==> src/rtl/tusca_pkg.sv <==
// Shared definitions for the DHT11 reader: FSM states, error codes and
// the byte layout of the 40-bit sensor frame.
package tusca_pkg;

  typedef enum logic [2:0] {
    OCIOSO,
    INICIO,
    ESPERA_RESP,
    RESP_BAIXO,
    RESP_ALTO,
    BIT_BAIXO,
    BIT_ALTO,
    VERIFICA
  } estado_t;

  typedef enum logic [1:0] {
    ERR_NONE     = 2'b00,
    ERR_TIMEOUT  = 2'b01,
    ERR_CHECKSUM = 2'b10
  } erro_tipo_t;

  localparam int N_BITS        = 40;
  localparam int BYTE_UMID_INT = 4;
  localparam int BYTE_UMID_DEC = 3;
  localparam int BYTE_TEMP_INT = 2;
  localparam int BYTE_TEMP_DEC = 1;
  localparam int BYTE_CHECKSUM = 0;

  // Byte 4 is the first byte on the wire and ends up in the top of the frame.
  function automatic logic [7:0] frame_byte(input logic [N_BITS-1:0] quadro, input int idx);
    return quadro[idx*8 +: 8];
  endfunction

endpackage

==> src/rtl/gerador_tick_us.sv <==
// Free-running divider: one-cycle tick every CICLOS_US clocks, restarted by clear_i.
// Used for the microsecond timer and, in the auto-trigger build, the millisecond timer.
module gerador_tick_us #(
  parameter int CICLOS_US = 50
) (
  input  logic clock_i,
  input  logic reset_i,
  input  logic clear_i,
  output logic tick_o
);

  localparam int W = (CICLOS_US > 1) ? $clog2(CICLOS_US) : 1;
  localparam logic [W-1:0] ULTIMO = W'(CICLOS_US - 1);

  logic [W-1:0] cnt_q, cnt_d;

  always_comb begin
    cnt_d = cnt_q + 1'b1;
    if (clear_i || cnt_q == ULTIMO) cnt_d = '0;
  end

  always_ff @(posedge clock_i) begin
    if (reset_i) cnt_q <= '0;
    else         cnt_q <= cnt_d;
  end

  // Taken from the register only, so clear_i may depend on the consumer's FSM.
  assign tick_o = (cnt_q == ULTIMO);

endmodule

==> src/rtl/dht11_leitor.sv <==
// DHT11 single-wire host: start pulse, 40-bit decode, checksum check.
// Optional periodic auto-trigger is enabled by defining DHT_AUTO_MEDIR_EN.
module dht11_leitor
  import tusca_pkg::*;
#(
  parameter int CICLOS_US      = 50,
  parameter int T_INICIO_US    = 18000,
  parameter int T_TIMEOUT_US   = 200,
  parameter int T_LIMIAR_US    = 50,
  parameter int PERIODO_MED_MS = 2000
) (
  input  logic        clock_i,
  input  logic        reset_i,
  input  logic        medir_i,
  input  logic        dht_in_i,
  output logic        dht_oe_o,
  output logic [15:0] temp_o,
  output logic [15:0] umidade_o,
  output logic        pronto_o,
  output logic        erro_o,
  output logic [1:0]  erro_tipo_o,
  output logic        ocupado_o
);

  localparam int DUR_W = 16;
  localparam logic [DUR_W-1:0] T_INICIO_M1 = DUR_W'(T_INICIO_US - 1);
  localparam logic [DUR_W-1:0] T_TIMEOUT   = DUR_W'(T_TIMEOUT_US);
  localparam logic [DUR_W-1:0] T_LIMIAR    = DUR_W'(T_LIMIAR_US);

  if (CICLOS_US < 1 || T_LIMIAR_US >= T_TIMEOUT_US || PERIODO_MED_MS < 1) begin : g_parametros_invalidos
    $error("dht11_leitor: inconsistent timing parameters");
  end

  estado_t              estado_q, estado_d;
  erro_tipo_t           erro_tipo_q, erro_tipo_d;
  logic [5:0]           bit_cnt_q, bit_cnt_d;
  logic [N_BITS-1:0]    quadro_q, quadro_d;
  logic [15:0]          temp_q, temp_d, umid_q, umid_d;
  logic                 pronto_q, pronto_d, erro_q, erro_d;
  logic [DUR_W-1:0]     dur_q;
  logic                 sync1_q, sync2_q, prev_q;
  logic                 borda_desce, borda_sobe, tick_us, troca_estado;
  logic                 auto_medir, partida, estouro, espera_sensor;
  logic [7:0]           soma;

  always_ff @(posedge clock_i) begin
    if (reset_i) begin
      sync1_q <= 1'b1;
      sync2_q <= 1'b1;
      prev_q  <= 1'b1;
    end else begin
      sync1_q <= dht_in_i;
      sync2_q <= sync1_q;
      prev_q  <= sync2_q;
    end
  end

  assign borda_desce  = prev_q & ~sync2_q;
  assign borda_sobe   = ~prev_q & sync2_q;
  assign troca_estado = (estado_d != estado_q);

  gerador_tick_us #(.CICLOS_US(CICLOS_US)) u_tick_us (
    .clock_i (clock_i),
    .reset_i (reset_i),
    .clear_i (troca_estado),
    .tick_o  (tick_us)
  );

  // Microseconds spent in the current state; saturates instead of wrapping.
  always_ff @(posedge clock_i) begin
    if (reset_i || troca_estado)         dur_q <= '0;
    else if (tick_us && dur_q != '1)     dur_q <= dur_q + 1'b1;
  end

`ifdef DHT_AUTO_MEDIR_EN
  localparam int MS_W = (PERIODO_MED_MS > 1) ? $clog2(PERIODO_MED_MS) : 1;
  localparam logic [MS_W-1:0] PERIODO_M1 = MS_W'(PERIODO_MED_MS - 1);

  logic            tick_ms, ms_clear;
  logic [MS_W-1:0] ms_q;

  assign ms_clear = (estado_q != OCIOSO) || partida;

  gerador_tick_us #(.CICLOS_US(CICLOS_US * 1000)) u_tick_ms (
    .clock_i (clock_i),
    .reset_i (reset_i),
    .clear_i (ms_clear),
    .tick_o  (tick_ms)
  );

  always_ff @(posedge clock_i) begin
    if (reset_i || ms_clear) ms_q <= '0;
    else if (tick_ms)        ms_q <= ms_q + 1'b1;
  end

  assign auto_medir = tick_ms && (ms_q == PERIODO_M1) && (estado_q == OCIOSO);
`else
  assign auto_medir = 1'b0;
`endif

  // A request coinciding with the end-of-read pulse is dropped, not deferred.
  assign partida       = (medir_i || auto_medir) && !pronto_q && !erro_q;
  assign estouro       = (dur_q == T_TIMEOUT);
  assign espera_sensor = (estado_q == ESPERA_RESP) || (estado_q == RESP_BAIXO) ||
                         (estado_q == RESP_ALTO)   || (estado_q == BIT_BAIXO)  ||
                         (estado_q == BIT_ALTO);
  assign soma = frame_byte(quadro_q, BYTE_UMID_INT) + frame_byte(quadro_q, BYTE_UMID_DEC) +
                frame_byte(quadro_q, BYTE_TEMP_INT) + frame_byte(quadro_q, BYTE_TEMP_DEC);

  always_comb begin
    estado_d    = estado_q;
    erro_tipo_d = erro_tipo_q;
    bit_cnt_d   = bit_cnt_q;
    quadro_d    = quadro_q;
    temp_d      = temp_q;
    umid_d      = umid_q;
    pronto_d    = 1'b0;
    erro_d      = 1'b0;
    case (estado_q)
      OCIOSO: if (partida) begin
        estado_d    = INICIO;
        erro_tipo_d = ERR_NONE;
      end
      INICIO:      if (tick_us && dur_q == T_INICIO_M1) estado_d = ESPERA_RESP;
      ESPERA_RESP: if (borda_desce) estado_d = RESP_BAIXO;
      RESP_BAIXO:  if (borda_sobe)  estado_d = RESP_ALTO;
      RESP_ALTO: if (borda_desce) begin
        estado_d  = BIT_BAIXO;
        bit_cnt_d = '0;
      end
      BIT_BAIXO:   if (borda_sobe)  estado_d = BIT_ALTO;
      BIT_ALTO: if (borda_desce) begin
        quadro_d = {quadro_q[N_BITS-2:0], (dur_q >= T_LIMIAR)};
        if (bit_cnt_q == 6'(N_BITS - 1)) begin
          estado_d = VERIFICA;
        end else begin
          estado_d  = BIT_BAIXO;
          bit_cnt_d = bit_cnt_q + 6'd1;
        end
      end
      VERIFICA: begin
        estado_d = OCIOSO;
        if (soma == frame_byte(quadro_q, BYTE_CHECKSUM)) begin
          umid_d   = {frame_byte(quadro_q, BYTE_UMID_INT), frame_byte(quadro_q, BYTE_UMID_DEC)};
          temp_d   = {frame_byte(quadro_q, BYTE_TEMP_INT), frame_byte(quadro_q, BYTE_TEMP_DEC)};
          pronto_d = 1'b1;
        end else begin
          erro_d      = 1'b1;
          erro_tipo_d = ERR_CHECKSUM;
        end
      end
      default: estado_d = OCIOSO;
    endcase
    // An edge seen in the same cycle as the limit still counts.
    if (espera_sensor && estouro && estado_d == estado_q) begin
      estado_d    = OCIOSO;
      erro_d      = 1'b1;
      erro_tipo_d = ERR_TIMEOUT;
    end
  end

  always_ff @(posedge clock_i) begin
    if (reset_i) begin
      estado_q    <= OCIOSO;
      erro_tipo_q <= ERR_NONE;
      bit_cnt_q   <= '0;
      quadro_q    <= '0;
      temp_q      <= '0;
      umid_q      <= '0;
      pronto_q    <= 1'b0;
      erro_q      <= 1'b0;
    end else begin
      estado_q    <= estado_d;
      erro_tipo_q <= erro_tipo_d;
      bit_cnt_q   <= bit_cnt_d;
      quadro_q    <= quadro_d;
      temp_q      <= temp_d;
      umid_q      <= umid_d;
      pronto_q    <= pronto_d;
      erro_q      <= erro_d;
    end
  end

  assign dht_oe_o    = (estado_q == INICIO);
  assign ocupado_o   = (estado_q != OCIOSO);
  assign temp_o      = temp_q;
  assign umidade_o   = umid_q;
  assign pronto_o    = pronto_q;
  assign erro_o      = erro_q;
  assign erro_tipo_o = erro_tipo_q;

endmodule
==> config.mk <==
export PLATFORM = sky130hd
export DESIGN_NAME = dht11_leitor
export DESIGN_NICKNAME = d
export VERILOG_FILES = /design/src/rtl/tusca_pkg.sv /design/src/rtl/gerador_tick_us.sv /design/src/rtl/dht11_leitor.sv
export SDC_FILE = /design/constraint.sdc
export NUM_CORES = 1
export LEC_CHECK = 0
export ABC_AREA = 1
export CAP_MARGIN = 20
export CORE_ASPECT_RATIO = 2
export CORE_MARGIN = 3
export CORE_UTILIZATION = 25
export CTS_CLUSTER_SIZE = 12
export DETAILED_ROUTE_END_ITERATION = 16
export SLEW_MARGIN = 25
export SYNTH_ARGS = -nofsm -noshare
export SYNTH_HDL_FRONTEND = slang
export SYNTH_SLANG_ARGS = --single-unit
==> constraint.sdc <==
create_clock -name clock_i -period 10.9 [get_ports clock_i]
set_clock_uncertainty 0.15 [all_clocks]
set_input_delay 2.18 -clock clock_i [delete_from_list [all_inputs] [get_ports clock_i]]
set_output_delay 2.18 -clock clock_i [all_outputs]
set_load 0.005 [all_outputs]
==> metrics <==
outcome=completed; Worst slew margin=0.2999; hold buffer count at cts=0; hold crit path type=register to register; IO Pins=42; worst endpoint required time=10970 ps; clock buffer depth=2; endpoints failing setup=0; startpoint types=register; # port buffers=41; # rows=74; core footprint=0.02055 sq mm; Die Wd=108.6 um; Avg Cell Area, Syn=7.491 sq um; worst hold path depth=1; most common cell after layout, fill and taps aside=inv_1; maxcap violations=0; CTS tree=done; post-synth cell types=34; Final Slew Violations=0; sequential-to-total area share from yosys stat=0.4187; die area=0.02292 sq mm; Peak VDD IR=63.87 uV; first-pass GRT wire length=19720 um; Mapped Nets=733; max incr delay on CP=540 ps; Async SR Flop Fraction=0; Worst Tran Pin Value=1049 ps; Fin. Hold Viols=0; fin nets=763; Antenna diodes=0; vias per cell=4.407; Pwr Density=123.0 mW/mm^2; r2r worst-path depth=16; Initial Util=0.2558; dominant synthesized flop cell=dfxtp_1; filler cell count=2234; Die Y=211.1 um; pin count of the biggest net entering global routing=81; number of enable flip-flop cells after synthesis=0; Tcrit/Tclk final=0.3973; final wirelength=11980 um; vias in the first global route=4259; placed cell count=986; Leakage=2.508 nW; postcts setup bufs=0; Setup TNS=0 ps; H-tree level count=3; Storage cell area=0.002202 sq mm; Layout Cells excl Fill=1003; top-area cell type share of the netlist area=0.4187; post-synthesis cell count=702; clk_lat worst skew=350 ps; fin area=0.006226 sq mm; critical path's slowest cell=fa_1; Initial DRT Pass Iterations=4; Total GRT Usage=0.1068; GR Overflow Total=0; Critical Path Fanout Max=37; Post-CTS Resized=0; Multi-input gate area=0.002517 sq mm; CTS root buffer=clkbuf_16; Tmin final=4330 ps; routed len/inst=11.95 um; Fmax=230.9 MHz; layout cell share with drive strength beyond 1=0.05292; synth warn=0; via count=4420; initial antenna violation count=0; RSZ-0062 raised after global routing=false; CP Cell Sequence=fa_1 > inv_1 > fa_1 > inv_1 > ha_1 > fa_1 > xnor2_1 > nand3_1 > nor2_1 > nand3_1 > nor2_1 > nand4_1 > buf_6 > buf_4 > o21ai_0 > a21oi_1; critical path class=register to register; total clock sinks=110; #FFs+latches synth=110; commonest non-fill, non-tap cells in the layout=inv_1, dfxtp_1, nor2_1; cell mode on critical path=fa_1; CP Capture Type=register; area leader, netlist=dfxtp_1; DP Area=0.005906 sq mm; clk slew on worst S/H paths=80 ps; initial DRC count=158; antenna viol nets, final=0; Cell Area, Synth=0.005259 sq mm; DP HPWL=8780 um; gp weighted congestion=0.8416; CTS Buf Count=9; DRC Markers=0; Layout area overhead=18.39%; Area contributors post-synth=dfxtp_1, inv_1, o21ai_0; worst endpoint data arrival time=4410 ps
-- path summary, 6_finish.rpt --
kind                             from                         end  slack, ps
max          quadro_q[9]$_SDFFE_PP0P_  umidade_o[11]$_SDFFE_PP0P_       6570
min                sync1_q$_SDFF_PP1_          sync2_q$_SDFF_PP1_        270
max reg2reg  quadro_q[9]$_SDFFE_PP0P_  umidade_o[11]$_SDFFE_PP0P_       6570
min reg2reg        sync1_q$_SDFF_PP1_          sync2_q$_SDFF_PP1_        270
-- per-stage QoR --
step                  util  hold slack (ps)  setup WS, ps  power (W)
floorplan                -            239.5          7254  0.0004321
global placement    0.2873            248.3          6335  0.0004384
detailed placement  0.2873            251.4          6265  0.0004385
CTS                 0.3023            270.4          6263  0.0007796
global route        0.3029            292.2          6146  0.0007943
finish              0.3029            269.2          6570  0.0007659
-- layer usage --
| metal | vias to the layer above | wire (um) | global-route usage |
|---|---|---|---|
| met3 | 22 | 370 | 0.01530 |
| met1 | 2026 | 4827 | 0.1163 |
| li1 | 2289 | - | - |
| met4 | 0 | 380 | 0.05405 |
| met5 | - | 0 | 0 |
| met2 | 83 | 6403 | 0.1961 |
-- worst max-delay path, delay by kind of cell, from the launching register on --
| kind | cells | cell delay, ps |
|---|---|---|
| AOI/OAI and AO/OA | 2 | 250 |
| DFF | 1 | 360 |
| adders and majority gates | 4 | 1760 |
| xor gates and xnor gates | 1 | 110 |
| buffers and inverters | 4 | 680 |
| and+or+nand+nor | 5 | 880 |
-- power by group --
group          switching [W]  internal (W)   total, W
Sequential        0.00000187      0.000403   0.000405
Clock               0.000152      0.000186   0.000337
Combinational      0.0000156    0.00000785  0.0000235
-- cells in the mapped netlist, types with 2 or more instances --
library cell    n
xnor2_1         6
inv_1         112
dfxtp_1       110
xor2_1         14
clkbuf_1       15
nor2_1         97
nand3_1        36
ha_1           13
nand2_2         4
buf_2           7
or2_2           3
nor3_1          8
fa_1           14
nor3b_1         2
nand3_2         2
inv_2           2
a31oi_1         3
nor4_1          2
nand4_1        11
o21ai_0        79
nand2_1        86
nor2_4          2
a21oi_1        63
-- state kept, by name, summed over array words and instances, names as in the netlist, 2 cells and up --
register / cells
quadro_q: 40
dur_q: 16
temp_o: 16
umidade_o: 16
bit_cnt_q: 6
u_tick_us.cnt_q: 6
estado_q: 3
erro_tipo_o: 2
-- cell families after synthesis --
kind of cell | count (synthesis) | share of synthesized area
and+or+nand+nor | 257 | 0.2148
AOI/OAI and AO/OA | 148 | 0.1437
buffers and inverters | 139 | 0.1030
DFF | 110 | 0.4187
adders and majority gates | 27 | 0.08423
xor gates and xnor gates | 20 | 0.03331
muxes | 1 | 0.002141
-- area by class of cell --
class                   instances  share of cell area
inverters                     114             0.06893
repair buffers                 44             0.07014
clock inverters                 6             0.01105
well taps                     266             0.05346
flip-flops and latches        110              0.3537
clock buffers                  10             0.03838
multi-input cells             453              0.4043
No activity file was read; power rests on OpenSTA's default activity.
